## src/rtl/axi_pkg.sv

```systemverilog
// Shared AXI constants and helpers for the AXI RAM front ends.
// Burst encodings, response codes, FSM state type and size clamp.
package axi_pkg;

  typedef enum logic [1:0] {
    FIXED      = 2'b00,
    INCR       = 2'b01,
    WRAP       = 2'b10,
    BURST_RSVD = 2'b11
  } burst_t;

  localparam logic [1:0] RESP_OKAY = 2'b00;

  typedef enum logic {
    IDLE,
    BURST
  } rd_state_t;

  function automatic logic [2:0] clamp_size(
    input logic [2:0] size,
    input logic [2:0] max_size
  );
    return (size > max_size) ? max_size : size;
  endfunction

endpackage

```

## src/rtl/axi_ram_rd_if_if.sv

```systemverilog
// AR/R slave port plus RAM read command/response port.
// slave = the read front end, master = the surrounding system.
interface axi_ram_rd_if_if #(
  parameter int DATA_WIDTH   = 32,
  parameter int ADDR_WIDTH   = 16,
  parameter int ID_WIDTH     = 8,
  parameter int ARUSER_WIDTH = 1,
  parameter int RUSER_WIDTH  = 1
);
  logic [ID_WIDTH-1:0]     s_axi_arid;
  logic [ADDR_WIDTH-1:0]   s_axi_araddr;
  logic [7:0]              s_axi_arlen;
  logic [2:0]              s_axi_arsize;
  logic [1:0]              s_axi_arburst;
  logic                    s_axi_arlock;
  logic [3:0]              s_axi_arcache;
  logic [2:0]              s_axi_arprot;
  logic [3:0]              s_axi_arqos;
  logic [3:0]              s_axi_arregion;
  logic [ARUSER_WIDTH-1:0] s_axi_aruser;
  logic                    s_axi_arvalid;
  logic                    s_axi_arready;

  logic [ID_WIDTH-1:0]     s_axi_rid;
  logic [DATA_WIDTH-1:0]   s_axi_rdata;
  logic [1:0]              s_axi_rresp;
  logic                    s_axi_rlast;
  logic [RUSER_WIDTH-1:0]  s_axi_ruser;
  logic                    s_axi_rvalid;
  logic                    s_axi_rready;

  logic [ID_WIDTH-1:0]     ram_rd_cmd_id;
  logic [ADDR_WIDTH-1:0]   ram_rd_cmd_addr;
  logic                    ram_rd_cmd_lock;
  logic [3:0]              ram_rd_cmd_cache;
  logic [2:0]              ram_rd_cmd_prot;
  logic [3:0]              ram_rd_cmd_qos;
  logic [3:0]              ram_rd_cmd_region;
  logic [ARUSER_WIDTH-1:0] ram_rd_cmd_auser;
  logic                    ram_rd_cmd_en;
  logic                    ram_rd_cmd_last;
  logic                    ram_rd_cmd_ready;

  logic [ID_WIDTH-1:0]     ram_rd_resp_id;
  logic [DATA_WIDTH-1:0]   ram_rd_resp_data;
  logic                    ram_rd_resp_last;
  logic [RUSER_WIDTH-1:0]  ram_rd_resp_user;
  logic                    ram_rd_resp_valid;
  logic                    ram_rd_resp_ready;

  modport slave (
    input  s_axi_arid, s_axi_araddr, s_axi_arlen, s_axi_arsize,
    input  s_axi_arburst, s_axi_arlock, s_axi_arcache, s_axi_arprot,
    input  s_axi_arqos, s_axi_arregion, s_axi_aruser, s_axi_arvalid,
    output s_axi_arready,
    output s_axi_rid, s_axi_rdata, s_axi_rresp, s_axi_rlast,
    output s_axi_ruser, s_axi_rvalid,
    input  s_axi_rready,
    output ram_rd_cmd_id, ram_rd_cmd_addr, ram_rd_cmd_lock,
    output ram_rd_cmd_cache, ram_rd_cmd_prot, ram_rd_cmd_qos,
    output ram_rd_cmd_region, ram_rd_cmd_auser, ram_rd_cmd_en,
    output ram_rd_cmd_last,
    input  ram_rd_cmd_ready,
    input  ram_rd_resp_id, ram_rd_resp_data, ram_rd_resp_last,
    input  ram_rd_resp_user, ram_rd_resp_valid,
    output ram_rd_resp_ready
  );

  modport master (
    output s_axi_arid, s_axi_araddr, s_axi_arlen, s_axi_arsize,
    output s_axi_arburst, s_axi_arlock, s_axi_arcache, s_axi_arprot,
    output s_axi_arqos, s_axi_arregion, s_axi_aruser, s_axi_arvalid,
    input  s_axi_arready,
    input  s_axi_rid, s_axi_rdata, s_axi_rresp, s_axi_rlast,
    input  s_axi_ruser, s_axi_rvalid,
    output s_axi_rready,
    input  ram_rd_cmd_id, ram_rd_cmd_addr, ram_rd_cmd_lock,
    input  ram_rd_cmd_cache, ram_rd_cmd_prot, ram_rd_cmd_qos,
    input  ram_rd_cmd_region, ram_rd_cmd_auser, ram_rd_cmd_en,
    input  ram_rd_cmd_last,
    output ram_rd_cmd_ready,
    output ram_rd_resp_id, ram_rd_resp_data, ram_rd_resp_last,
    output ram_rd_resp_user, ram_rd_resp_valid,
    input  ram_rd_resp_ready
  );

endinterface

```

## src/rtl/axi_ram_rd_skid.sv

```systemverilog
// Two-entry registered skid buffer for the R channel.
// Used by axi_ram_rd_if when AXI_RAM_RD_IF_PIPELINE_OUTPUT_EN is set.
module axi_ram_rd_skid #(
  parameter int WIDTH = 8
) (
  input  logic             clk,
  input  logic             rst,
  input  logic [WIDTH-1:0] in_data,
  input  logic             in_valid,
  output logic             in_ready,
  output logic [WIDTH-1:0] out_data,
  output logic             out_valid,
  input  logic             out_ready
);

  logic             skid_valid;
  logic [WIDTH-1:0] skid_data;

  // Ready only depends on state, so the RAM side sees no comb path.
  assign in_ready = !skid_valid;

  always_ff @(posedge clk) begin
    if (rst) begin
      out_valid  <= 1'b0;
      skid_valid <= 1'b0;
    end else if (!out_valid || out_ready) begin
      out_valid  <= skid_valid || in_valid;
      skid_valid <= 1'b0;
    end else if (in_valid && !skid_valid) begin
      skid_valid <= 1'b1;
    end
  end

  always_ff @(posedge clk) begin
    if (!out_valid || out_ready) begin
      out_data <= skid_valid ? skid_data : in_data;
    end else if (in_valid && !skid_valid) begin
      skid_data <= in_data;
    end
  end

endmodule

```

## src/rtl/axi_ram_rd_if.sv

```systemverilog
// AXI4 read front end: AR burst -> per-beat RAM commands, RAM resp -> R.
// Define AXI_RAM_RD_IF_PIPELINE_OUTPUT_EN to register R via a skid buffer.
module axi_ram_rd_if
  import axi_pkg::*;
#(
  parameter int DATA_WIDTH    = 32,
  parameter int ADDR_WIDTH    = 16,
  parameter int STRB_WIDTH    = DATA_WIDTH / 8,
  parameter int ID_WIDTH      = 8,
  parameter int ARUSER_ENABLE = 0,
  parameter int ARUSER_WIDTH  = 1,
  parameter int RUSER_ENABLE  = 0,
  parameter int RUSER_WIDTH   = 1
) (
  input logic            clk,
  input logic            rst,
  axi_ram_rd_if_if.slave bus
);

  localparam logic [2:0] MAX_SIZE = 3'($clog2(STRB_WIDTH));
  localparam int R_W = ID_WIDTH + DATA_WIDTH + 1 + RUSER_WIDTH;

  rd_state_t state, state_next;
  logic arready, arready_next;
  logic cmd_en, cmd_en_next;
  logic cmd_last, cmd_last_next;
  logic [ID_WIDTH-1:0] id, id_next;
  logic [ADDR_WIDTH-1:0] addr, addr_next;
  logic lock, lock_next;
  logic [3:0] cache, cache_next;
  logic [2:0] prot, prot_next;
  logic [3:0] qos, qos_next;
  logic [3:0] region, region_next;
  logic [ARUSER_WIDTH-1:0] auser, auser_next;
  logic [7:0] count, count_next;
  burst_t burst, burst_next;
  logic [2:0] size, size_next;

  always_comb begin
    state_next    = state;
    arready_next  = arready;
    cmd_en_next   = cmd_en;
    cmd_last_next = cmd_last;
    id_next       = id;
    addr_next     = addr;
    lock_next     = lock;
    cache_next    = cache;
    prot_next     = prot;
    qos_next      = qos;
    region_next   = region;
    auser_next    = auser;
    count_next    = count;
    burst_next    = burst;
    size_next     = size;
    unique case (state)
      IDLE: begin
        arready_next = 1'b1;
        if (bus.s_axi_arvalid && arready) begin
          id_next       = bus.s_axi_arid;
          addr_next     = bus.s_axi_araddr;
          lock_next     = bus.s_axi_arlock;
          cache_next    = bus.s_axi_arcache;
          prot_next     = bus.s_axi_arprot;
          qos_next      = bus.s_axi_arqos;
          region_next   = bus.s_axi_arregion;
          auser_next    = bus.s_axi_aruser;
          count_next    = bus.s_axi_arlen;
          burst_next    = burst_t'(bus.s_axi_arburst);
          size_next     = clamp_size(bus.s_axi_arsize, MAX_SIZE);
          cmd_last_next = (bus.s_axi_arlen == 8'd0);
          cmd_en_next   = 1'b1;
          arready_next  = 1'b0;
          state_next    = BURST;
        end
      end
      BURST: begin
        if (cmd_en && bus.ram_rd_cmd_ready) begin
          // WRAP steps like INCR; address rolls over at the top.
          if (burst != FIXED) begin
            addr_next = addr + (ADDR_WIDTH'(1) << size);
          end
          count_next    = count - 8'd1;
          cmd_last_next = (count_next == 8'd0);
          if (count == 8'd0) begin
            cmd_en_next  = 1'b0;
            arready_next = 1'b1;
            state_next   = IDLE;
          end
        end
      end
      default: state_next = IDLE;
    endcase
  end

  always_ff @(posedge clk) begin
    if (rst) begin
      state   <= IDLE;
      arready <= 1'b0;
      cmd_en  <= 1'b0;
    end else begin
      state   <= state_next;
      arready <= arready_next;
      cmd_en  <= cmd_en_next;
    end
  end

  always_ff @(posedge clk) begin
    cmd_last <= cmd_last_next;
    id       <= id_next;
    addr     <= addr_next;
    lock     <= lock_next;
    cache    <= cache_next;
    prot     <= prot_next;
    qos      <= qos_next;
    region   <= region_next;
    auser    <= auser_next;
    count    <= count_next;
    burst    <= burst_next;
    size     <= size_next;
  end

  assign bus.s_axi_arready     = arready;
  assign bus.ram_rd_cmd_en     = cmd_en;
  assign bus.ram_rd_cmd_last   = cmd_last;
  assign bus.ram_rd_cmd_id     = id;
  assign bus.ram_rd_cmd_addr   = addr;
  assign bus.ram_rd_cmd_lock   = lock;
  assign bus.ram_rd_cmd_cache  = cache;
  assign bus.ram_rd_cmd_prot   = prot;
  assign bus.ram_rd_cmd_qos    = qos;
  assign bus.ram_rd_cmd_region = region;
  assign bus.ram_rd_cmd_auser  = (ARUSER_ENABLE != 0) ? auser : '0;

  logic [RUSER_WIDTH-1:0] ruser_src;
  logic [R_W-1:0] r_in, r_out;

  assign ruser_src = (RUSER_ENABLE != 0) ? bus.ram_rd_resp_user : '0;
  assign r_in = {bus.ram_rd_resp_id, bus.ram_rd_resp_data,
                 bus.ram_rd_resp_last, ruser_src};

`ifdef AXI_RAM_RD_IF_PIPELINE_OUTPUT_EN
  axi_ram_rd_skid #(.WIDTH(R_W)) u_skid (
    .clk      (clk),
    .rst      (rst),
    .in_data  (r_in),
    .in_valid (bus.ram_rd_resp_valid),
    .in_ready (bus.ram_rd_resp_ready),
    .out_data (r_out),
    .out_valid(bus.s_axi_rvalid),
    .out_ready(bus.s_axi_rready)
  );
`else
  assign r_out                 = r_in;
  assign bus.s_axi_rvalid      = bus.ram_rd_resp_valid;
  assign bus.ram_rd_resp_ready = bus.s_axi_rready;
`endif

  assign {bus.s_axi_rid, bus.s_axi_rdata,
          bus.s_axi_rlast, bus.s_axi_ruser} = r_out;
  assign bus.s_axi_rresp = RESP_OKAY;

endmodule

```

## src/flat_wrapper.sv

```systemverilog
// flat-port wrapper written by rule: the top's interface ports become plain ports
module axi_ram_rd_if_flat import axi_pkg::*;
#(
  parameter int DATA_WIDTH    = 32,
  parameter int ADDR_WIDTH    = 16,
  parameter int STRB_WIDTH    = DATA_WIDTH / 8,
  parameter int ID_WIDTH      = 8,
  parameter int ARUSER_ENABLE = 0,
  parameter int ARUSER_WIDTH  = 1,
  parameter int RUSER_ENABLE  = 0,
  parameter int RUSER_WIDTH   = 1
)
  (clk, rst, bus_s_axi_arid, bus_s_axi_araddr, bus_s_axi_arlen, bus_s_axi_arsize, bus_s_axi_arburst, bus_s_axi_arlock, bus_s_axi_arcache, bus_s_axi_arprot, bus_s_axi_arqos, bus_s_axi_arregion, bus_s_axi_aruser, bus_s_axi_arvalid, bus_s_axi_arready, bus_s_axi_rid, bus_s_axi_rdata, bus_s_axi_rresp, bus_s_axi_rlast, bus_s_axi_ruser, bus_s_axi_rvalid, bus_s_axi_rready, bus_ram_rd_cmd_id, bus_ram_rd_cmd_addr, bus_ram_rd_cmd_lock, bus_ram_rd_cmd_cache, bus_ram_rd_cmd_prot, bus_ram_rd_cmd_qos, bus_ram_rd_cmd_region, bus_ram_rd_cmd_auser, bus_ram_rd_cmd_en, bus_ram_rd_cmd_last, bus_ram_rd_cmd_ready, bus_ram_rd_resp_id, bus_ram_rd_resp_data, bus_ram_rd_resp_last, bus_ram_rd_resp_user, bus_ram_rd_resp_valid, bus_ram_rd_resp_ready);
  axi_ram_rd_if_if #(.DATA_WIDTH(DATA_WIDTH), .ADDR_WIDTH(ADDR_WIDTH), .ID_WIDTH(ID_WIDTH), .ARUSER_WIDTH(ARUSER_WIDTH), .RUSER_WIDTH(RUSER_WIDTH)) bus_i ();
  input logic clk;
  input logic rst;
  input wire logic [$bits(bus_i.s_axi_arid)-1:0] bus_s_axi_arid;
  input wire logic [$bits(bus_i.s_axi_araddr)-1:0] bus_s_axi_araddr;
  input wire logic [$bits(bus_i.s_axi_arlen)-1:0] bus_s_axi_arlen;
  input wire logic [$bits(bus_i.s_axi_arsize)-1:0] bus_s_axi_arsize;
  input wire logic [$bits(bus_i.s_axi_arburst)-1:0] bus_s_axi_arburst;
  input wire logic [$bits(bus_i.s_axi_arlock)-1:0] bus_s_axi_arlock;
  input wire logic [$bits(bus_i.s_axi_arcache)-1:0] bus_s_axi_arcache;
  input wire logic [$bits(bus_i.s_axi_arprot)-1:0] bus_s_axi_arprot;
  input wire logic [$bits(bus_i.s_axi_arqos)-1:0] bus_s_axi_arqos;
  input wire logic [$bits(bus_i.s_axi_arregion)-1:0] bus_s_axi_arregion;
  input wire logic [$bits(bus_i.s_axi_aruser)-1:0] bus_s_axi_aruser;
  input wire logic [$bits(bus_i.s_axi_arvalid)-1:0] bus_s_axi_arvalid;
  output wire logic [$bits(bus_i.s_axi_arready)-1:0] bus_s_axi_arready;
  output wire logic [$bits(bus_i.s_axi_rid)-1:0] bus_s_axi_rid;
  output wire logic [$bits(bus_i.s_axi_rdata)-1:0] bus_s_axi_rdata;
  output wire logic [$bits(bus_i.s_axi_rresp)-1:0] bus_s_axi_rresp;
  output wire logic [$bits(bus_i.s_axi_rlast)-1:0] bus_s_axi_rlast;
  output wire logic [$bits(bus_i.s_axi_ruser)-1:0] bus_s_axi_ruser;
  output wire logic [$bits(bus_i.s_axi_rvalid)-1:0] bus_s_axi_rvalid;
  input wire logic [$bits(bus_i.s_axi_rready)-1:0] bus_s_axi_rready;
  output wire logic [$bits(bus_i.ram_rd_cmd_id)-1:0] bus_ram_rd_cmd_id;
  output wire logic [$bits(bus_i.ram_rd_cmd_addr)-1:0] bus_ram_rd_cmd_addr;
  output wire logic [$bits(bus_i.ram_rd_cmd_lock)-1:0] bus_ram_rd_cmd_lock;
  output wire logic [$bits(bus_i.ram_rd_cmd_cache)-1:0] bus_ram_rd_cmd_cache;
  output wire logic [$bits(bus_i.ram_rd_cmd_prot)-1:0] bus_ram_rd_cmd_prot;
  output wire logic [$bits(bus_i.ram_rd_cmd_qos)-1:0] bus_ram_rd_cmd_qos;
  output wire logic [$bits(bus_i.ram_rd_cmd_region)-1:0] bus_ram_rd_cmd_region;
  output wire logic [$bits(bus_i.ram_rd_cmd_auser)-1:0] bus_ram_rd_cmd_auser;
  output wire logic [$bits(bus_i.ram_rd_cmd_en)-1:0] bus_ram_rd_cmd_en;
  output wire logic [$bits(bus_i.ram_rd_cmd_last)-1:0] bus_ram_rd_cmd_last;
  input wire logic [$bits(bus_i.ram_rd_cmd_ready)-1:0] bus_ram_rd_cmd_ready;
  input wire logic [$bits(bus_i.ram_rd_resp_id)-1:0] bus_ram_rd_resp_id;
  input wire logic [$bits(bus_i.ram_rd_resp_data)-1:0] bus_ram_rd_resp_data;
  input wire logic [$bits(bus_i.ram_rd_resp_last)-1:0] bus_ram_rd_resp_last;
  input wire logic [$bits(bus_i.ram_rd_resp_user)-1:0] bus_ram_rd_resp_user;
  input wire logic [$bits(bus_i.ram_rd_resp_valid)-1:0] bus_ram_rd_resp_valid;
  output wire logic [$bits(bus_i.ram_rd_resp_ready)-1:0] bus_ram_rd_resp_ready;
  assign bus_i.s_axi_arid = bus_s_axi_arid;
  assign bus_i.s_axi_araddr = bus_s_axi_araddr;
  assign bus_i.s_axi_arlen = bus_s_axi_arlen;
  assign bus_i.s_axi_arsize = bus_s_axi_arsize;
  assign bus_i.s_axi_arburst = bus_s_axi_arburst;
  assign bus_i.s_axi_arlock = bus_s_axi_arlock;
  assign bus_i.s_axi_arcache = bus_s_axi_arcache;
  assign bus_i.s_axi_arprot = bus_s_axi_arprot;
  assign bus_i.s_axi_arqos = bus_s_axi_arqos;
  assign bus_i.s_axi_arregion = bus_s_axi_arregion;
  assign bus_i.s_axi_aruser = bus_s_axi_aruser;
  assign bus_i.s_axi_arvalid = bus_s_axi_arvalid;
  assign bus_s_axi_arready = bus_i.s_axi_arready;
  assign bus_s_axi_rid = bus_i.s_axi_rid;
  assign bus_s_axi_rdata = bus_i.s_axi_rdata;
  assign bus_s_axi_rresp = bus_i.s_axi_rresp;
  assign bus_s_axi_rlast = bus_i.s_axi_rlast;
  assign bus_s_axi_ruser = bus_i.s_axi_ruser;
  assign bus_s_axi_rvalid = bus_i.s_axi_rvalid;
  assign bus_i.s_axi_rready = bus_s_axi_rready;
  assign bus_ram_rd_cmd_id = bus_i.ram_rd_cmd_id;
  assign bus_ram_rd_cmd_addr = bus_i.ram_rd_cmd_addr;
  assign bus_ram_rd_cmd_lock = bus_i.ram_rd_cmd_lock;
  assign bus_ram_rd_cmd_cache = bus_i.ram_rd_cmd_cache;
  assign bus_ram_rd_cmd_prot = bus_i.ram_rd_cmd_prot;
  assign bus_ram_rd_cmd_qos = bus_i.ram_rd_cmd_qos;
  assign bus_ram_rd_cmd_region = bus_i.ram_rd_cmd_region;
  assign bus_ram_rd_cmd_auser = bus_i.ram_rd_cmd_auser;
  assign bus_ram_rd_cmd_en = bus_i.ram_rd_cmd_en;
  assign bus_ram_rd_cmd_last = bus_i.ram_rd_cmd_last;
  assign bus_i.ram_rd_cmd_ready = bus_ram_rd_cmd_ready;
  assign bus_i.ram_rd_resp_id = bus_ram_rd_resp_id;
  assign bus_i.ram_rd_resp_data = bus_ram_rd_resp_data;
  assign bus_i.ram_rd_resp_last = bus_ram_rd_resp_last;
  assign bus_i.ram_rd_resp_user = bus_ram_rd_resp_user;
  assign bus_i.ram_rd_resp_valid = bus_ram_rd_resp_valid;
  assign bus_ram_rd_resp_ready = bus_i.ram_rd_resp_ready;
  axi_ram_rd_if #(.DATA_WIDTH(DATA_WIDTH), .ADDR_WIDTH(ADDR_WIDTH), .STRB_WIDTH(STRB_WIDTH), .ID_WIDTH(ID_WIDTH), .ARUSER_ENABLE(ARUSER_ENABLE), .ARUSER_WIDTH(ARUSER_WIDTH), .RUSER_ENABLE(RUSER_ENABLE), .RUSER_WIDTH(RUSER_WIDTH)) u_core (.clk(clk), .rst(rst), .bus(bus_i));
endmodule
```

## config.mk

```make
export PLATFORM = sky130hd
export DESIGN_NAME = axi_ram_rd_if_flat
export DESIGN_NICKNAME = d
export VERILOG_FILES = /design/src/rtl/axi_pkg.sv /design/src/rtl/axi_ram_rd_if_if.sv /design/src/rtl/axi_ram_rd_skid.sv /design/src/rtl/axi_ram_rd_if.sv /design/src/flat_wrapper.sv
export SDC_FILE = /design/constraint.sdc
export NUM_CORES = 1
export LEC_CHECK = 0
export ABC_AREA = 0
export CAP_MARGIN = 20
export CORE_UTILIZATION = 29
export DETAILED_ROUTE_END_ITERATION = 6
export GPL_TIMING_DRIVEN = 1
export PLACE_DENSITY = 0.66
export SYNTH_ARGS = -nofsm -noshare
export SYNTH_HDL_FRONTEND = slang
export SYNTH_HIERARCHICAL = 1
export SYNTH_SLANG_ARGS = --single-unit
```

## constraint.sdc

```tcl
create_clock -name clk -period 2.35 [get_ports clk]
set_input_delay 0.47 -clock clk [delete_from_list [all_inputs] [get_ports clk]]
set_output_delay 0.47 -clock clk [all_outputs]
set_load 0.01 [all_outputs]
```

* Yosys cells after proc, flatten, opt, wreduce, memory -nomap -nowiden
Cells that the tools add are included.
** Word-level totals
- Bits in registers :: 57
** Operators by class
- Reduce and logical (&&, ||, !) cells :: 11
- Multiplexer cells :: 22
- Equality and inequality tests :: 4
- Bitwise gates (word level) :: 1
- $lt $le $gt $ge :: 1
- Add/sub/neg operators :: 2
- Shift-type cells :: 1
** Operators by type and width (number)
- $mux W16 :: 3
- $pmux W16 S2 :: 1
- $logic_not A8 Y1 :: 3
- $add A16 B16 Y16 :: 1
- $mux W8 :: 2
- $pmux W8 S2 :: 1
- $shl A1 B3 Y16 const A :: 1
- $mux W1 :: 11
- $pmux W1 S2 :: 4
- $sub A8 B1 Y8 const B :: 1
- $ne A2 B2 Y1 const B :: 3
- $reduce_and A2 Y1 :: 3
- $reduce_and A3 Y1 :: 2
- $gt A3 B2 Y1 const B :: 1
- $logic_and A1 B1 Y1 :: 2
- $ne A2 B1 Y1 const B :: 1
- $reduce_bool A2 Y1 :: 1
- $not A1 Y1 :: 1

* Longest topological paths before layout
- Depth after elaboration :: 5
- Mapped depth :: 8
- Mapped depth without buffers :: 7

* Least setup slack after synthesis
OpenSTA, ideal clock, no wires.
- Path kind :: register -> register
- From :: reg u_core.state
- To :: reg u_core.addr[0], in the netlist u_core/bus.ram_rd_cmd_addr[0] (enable)
- Cell stages (with the launch flop) :: 4
- Path buffers :: 0
- Setup slack :: -0.046 ns
- Period minus slack after synthesis :: 2.396 ns
- Arrival :: 2.021 ns
- Setup time :: 0.375 ns
- Data required time :: 1.975 ns
- Cell sequence :: dfxtp_1 > clkinv_1 > o21ai_0 > o31a_1
** Between the ends
- Word-level cells in the longest chain between the ends :: 3
** RTL lines
- start: declaration :: RTL line axi_ram_rd_if.sv:23 : rd_state_t state, state_next;
- start signal: assignment :: RTL line axi_ram_rd_if.sv:101 : state <= state_next;
- $not A1 Y1 (no source line)
- $ne A2 B1 Y1 (no source line)
- $reduce_and A3 Y1 (no source line) (*)
- end signal: assignment :: RTL line axi_ram_rd_if.sv:110 : addr <= addr_next;
- end: declaration :: RTL line axi_ram_rd_if.sv:28 : logic [ADDR_WIDTH-1:0] addr, addr_next;
Mark *: on every way between the ends. The rest lies on a longest branch, timed or not.
A chain may end at the register's enable or synchronous reset.

* Worst setup path in the final report
- From :: reg u_core.size[2]
- To :: reg u_core.addr[13], in the netlist u_core/bus.ram_rd_cmd_addr[13], data pin
** Between the ends
- Word-level cells in the longest chain between the ends :: 5
** RTL lines
- start: declaration :: RTL line axi_ram_rd_if.sv:37 : logic [2:0] size, size_next;
- start signal: assignment :: RTL line axi_ram_rd_if.sv:119 : size <= size_next;
- $shl A1 B3 Y16 :: RTL line axi_ram_rd_if.sv:80 : addr_next = addr + (ADDR_WIDTH'(1) << size);
- $add A16 B16 Y16 :: RTL line axi_ram_rd_if.sv:80
- $mux W16 :: RTL line axi_ram_rd_if.sv:79 : if (burst != FIXED) begin
- $mux W16 :: RTL line axi_ram_rd_if.sv:77 : if (cmd_en && bus.ram_rd_cmd_ready) begin
- $pmux W16 S2 :: RTL line axi_ram_rd_if.sv:55 : unique case (state)
- net u_core.addr_next[13] :: RTL line axi_ram_rd_if.sv:28
The timed path passes the listed nets, and every way through them passes these cells. The select of a mux whose other input is x is not followed.

==> results.ini <==
[floorplan]
die-height_um=109.9
num_rows=39
coreArea_um2=11370
pin_count=192
die_area_um2=12080
die_x_um=109.9
start_util_pct=29.69

[timing]
hold_viol_final=0
hold_slack_ns=0.5046
grt_setup_unrepaired=yes
period_needed_ns=2.280
setup_tns_ns=0
skew_ns=0.005122
fmax_mhz=438.5
finalSetupViolations=0
maxSlewViolCount=0
setup_slack_ns=0.06960
period_share_pct=97.04

[clock_tree]
clkSinkCount=57
clk_latency_ns=0.32
cts-root-buf=clkbuf_16
clkSlewWorstSetupHoldPaths_ns=0.05
cts-buffers-inserted=9
cts_hold_buf=0
htreeDepth=3
cts_tree=built
cts.path.max_buffers=2

[detailed_routing]
wl_per_cell_um=15.17
vias_per_cell=4.848
first_iter_violations=189
drt-total-wl_um=7904
ant_nets=0
drcViolationCount=0
vias=2526
first_pass_iters=4

[worst_setup_path]
cp_max_fo=8
cp.arrival_ns=2.36
endpoint_kind=flop
crit_type=reg2reg
cp_slowest_cell=edfxtp_1
required_ns=2.43
crit_chain=and3_1 -> ha_2 -> a21oi_2 -> buf_4 -> a2111oi_1 -> a211o_1 -> nor3_2
slowest_delay_ns=0.50
crit_family=compound AO/OA/AOI/OAI gates
crit_buf_inv=1
cp-start-kind=flop

[final_layout]
final_cell_mix=clkdlybuf4s50_1, edfxtp_1, nor2_1, nand2_1, a21oi_1
area_growth_pct=34.66
drive_above_1_share_pct=12.43
diodes=0
final_common_cell=clkdlybuf4s50_1
fin_nets=488
fin_util_pct=39.98

[synth]
yosysSeqAreaShare_pct=49.81
syn-cell-area_um2=3376
async_flop_share_pct=0
syn_avg_cell_area_um2=11.10
synth_warnings=6
synth-seq-cells=57
synth_cells=304
ys_types=54
ys.flop_type=edfxtp_1
synth_edf_count=54

[grt]
grt_pass1_vias=2483
grt_use_total_pct=13.77
grt_max_degree=31
grt_pass1_wl_um=12250
grt_antenna_before_repair=0
grt_overflow=0

[placed_design]
dp_slack_ns=0.04405
port-buffer-count=99
gp_congestion=0.8657
dp_hpwl_um=5908

[pwr]
vdd_drop_max_v=0.0005174
p_int_mw=2.245
power_switching_uw=680.4
clockPowerShare_pct=41.8
combPwrFrac_pct=15.8
swShare_pct=23.26
p_seq_share_pct=42.3
powerDensity_nw_per_um2=643.5
p_leak_nw=1.640

[worst_hold_path]
hold_class=reg2reg

[status]
status=complete, no violations

[flow_run]
cap_violations=0

path summary, 6_finish.rpt:
kind / from / cells past startpoint / endpoint / slack (ns)
min: u_core/bus.s_axi_arready / 1 / u_core/bus.s_axi_arready / 0.50
min reg2reg: u_core/bus.s_axi_arready / 1 / u_core/bus.s_axi_arready / 0.50
max: u_core/size[2] / 7 / u_core/bus.ram_rd_cmd_addr[13] / 0.07
max reg2reg: u_core/size[2] / 7 / u_core/bus.ram_rd_cmd_addr[13] / 0.07
power groups by stage:
stage          Sequential (mW)  Clock (mW)  Combinational, mW
2_1_floorplan             1.27           0              0.286
3_3_place_gp              1.25           0              0.450
3_5_place_dp              1.26           0              0.455
4_1_cts                   1.24        1.25              0.458
5_1_grt                   1.24        1.29              0.508
6_report                  1.24        1.22              0.463
cell families after synthesis:
logic type | count (synthesis) | synth area share, %
flops | 57 | 49.81
fa+ha+maj | 12 | 4.670
other cells | 1 | 0.1111
buf+inv | 66 | 13.79
mux | 9 | 2.965
xor+xnor | 10 | 2.595
compound gates | 57 | 11.49
simple gates | 92 | 14.57
worst register-to-register path, stage by stage (launching register included):
cell and delay (ns):
edfxtp_1 0.50, and3_1 0.24, ha_2 0.40, a21oi_2 0.08, buf_4 0.15, a2111oi_1 0.45, a211o_1 0.18, nor3_2 0.05
registers in the layout, summed over array words and instances (netlist names):
name and flops:
u_core/bus.ram_rd_cmd_last 1, u_core/size 3, u_core/state 1, u_core/bus.ram_rd_cmd_region 4, u_core/bus.ram_rd_cmd_id 8, u_core/bus.ram_rd_cmd_en 1
u_core/bus.ram_rd_cmd_prot 3, u_core/bus.ram_rd_cmd_addr 16, u_core/count 8, u_core/bus.ram_rd_cmd_lock 1, u_core/bus.ram_rd_cmd_cache 4, u_core/bus.s_axi_arready 1
u_core/bus.ram_rd_cmd_qos 4, u_core/burst 2
synth_stat cells (3+ instances only):
library cell | number | area, um^2
ha_1 | 11 | 137.6
nand2_1 | 16 | 60.06
nand3_1 | 14 | 70.07
nor3b_1 | 5 | 37.54
nor3_1 | 8 | 40.04
o2111ai_1 | 3 | 26.28
nand3b_1 | 4 | 30.03
edfxtp_1 | 54 | 1622
a211o_1 | 3 | 26.28
mux2_2 | 8 | 90.09
and3_1 | 4 | 25.02
buf_6 | 4 | 45.04
buf_2 | 3 | 15.01
xnor2_1 | 8 | 70.07
a21oi_1 | 15 | 75.07
nor4_1 | 3 | 18.77
nor2_1 | 20 | 75.07
dfxtp_1 | 3 | 60.06
o21ai_0 | 10 | 50.05
o211ai_1 | 3 | 22.52
a211oi_1 | 4 | 30.03
nand4_1 | 3 | 18.77
inv_1 | 8 | 30.03
buf_4 | 49 | 367.9
a21o_1 | 3 | 22.52
layer usage:
metal / share of wire [%] / wire, um / GRT usage, % / up-vias
met2: 48 / 3779 / 22.59 / 114
met4: 1.4 / 110 / 6.381 / 0
li1: - / - / - / 1209
met5: 0 / 0 / 0 / -
met3: 12 / 910 / 6.520 / 19
met1: 39 / 3103 / 14.98 / 1184
cell type report:
cell class | count | area, um^2
Multi-Input combinational cell | 185 | 1287
Tap cell | 143 | 178.9
Clock buffer | 9 | 225.2
Sequential cell | 57 | 1682
Inverter | 9 | 33.78
Fill cell | 1071 | 6824
Clock inverter | 6 | 50.05
Timing Repair Buffer | 112 | 1089
through the flow:
| stage | cell area (um^2) | total power [mW] | instances |
|---|---|---|---|
| floorplan | 3391 | 1.553 | 308 |
| global placement | 4219 | 1.705 | 505 |
| detailed placement | 4219 | 1.712 | 505 |
| CTS | 4494 | 2.944 | 520 |
| global route | 4546 | 3.041 | 521 |
| finish | 4546 | 2.925 | 521 |
what timing repair did:
action | in CTS | in global routing
setup endpoints to repair | 0 | 9
setup buffers | 0 | 1
resized for setup | 0 | 12
Power figures use the tool's default switching activity.
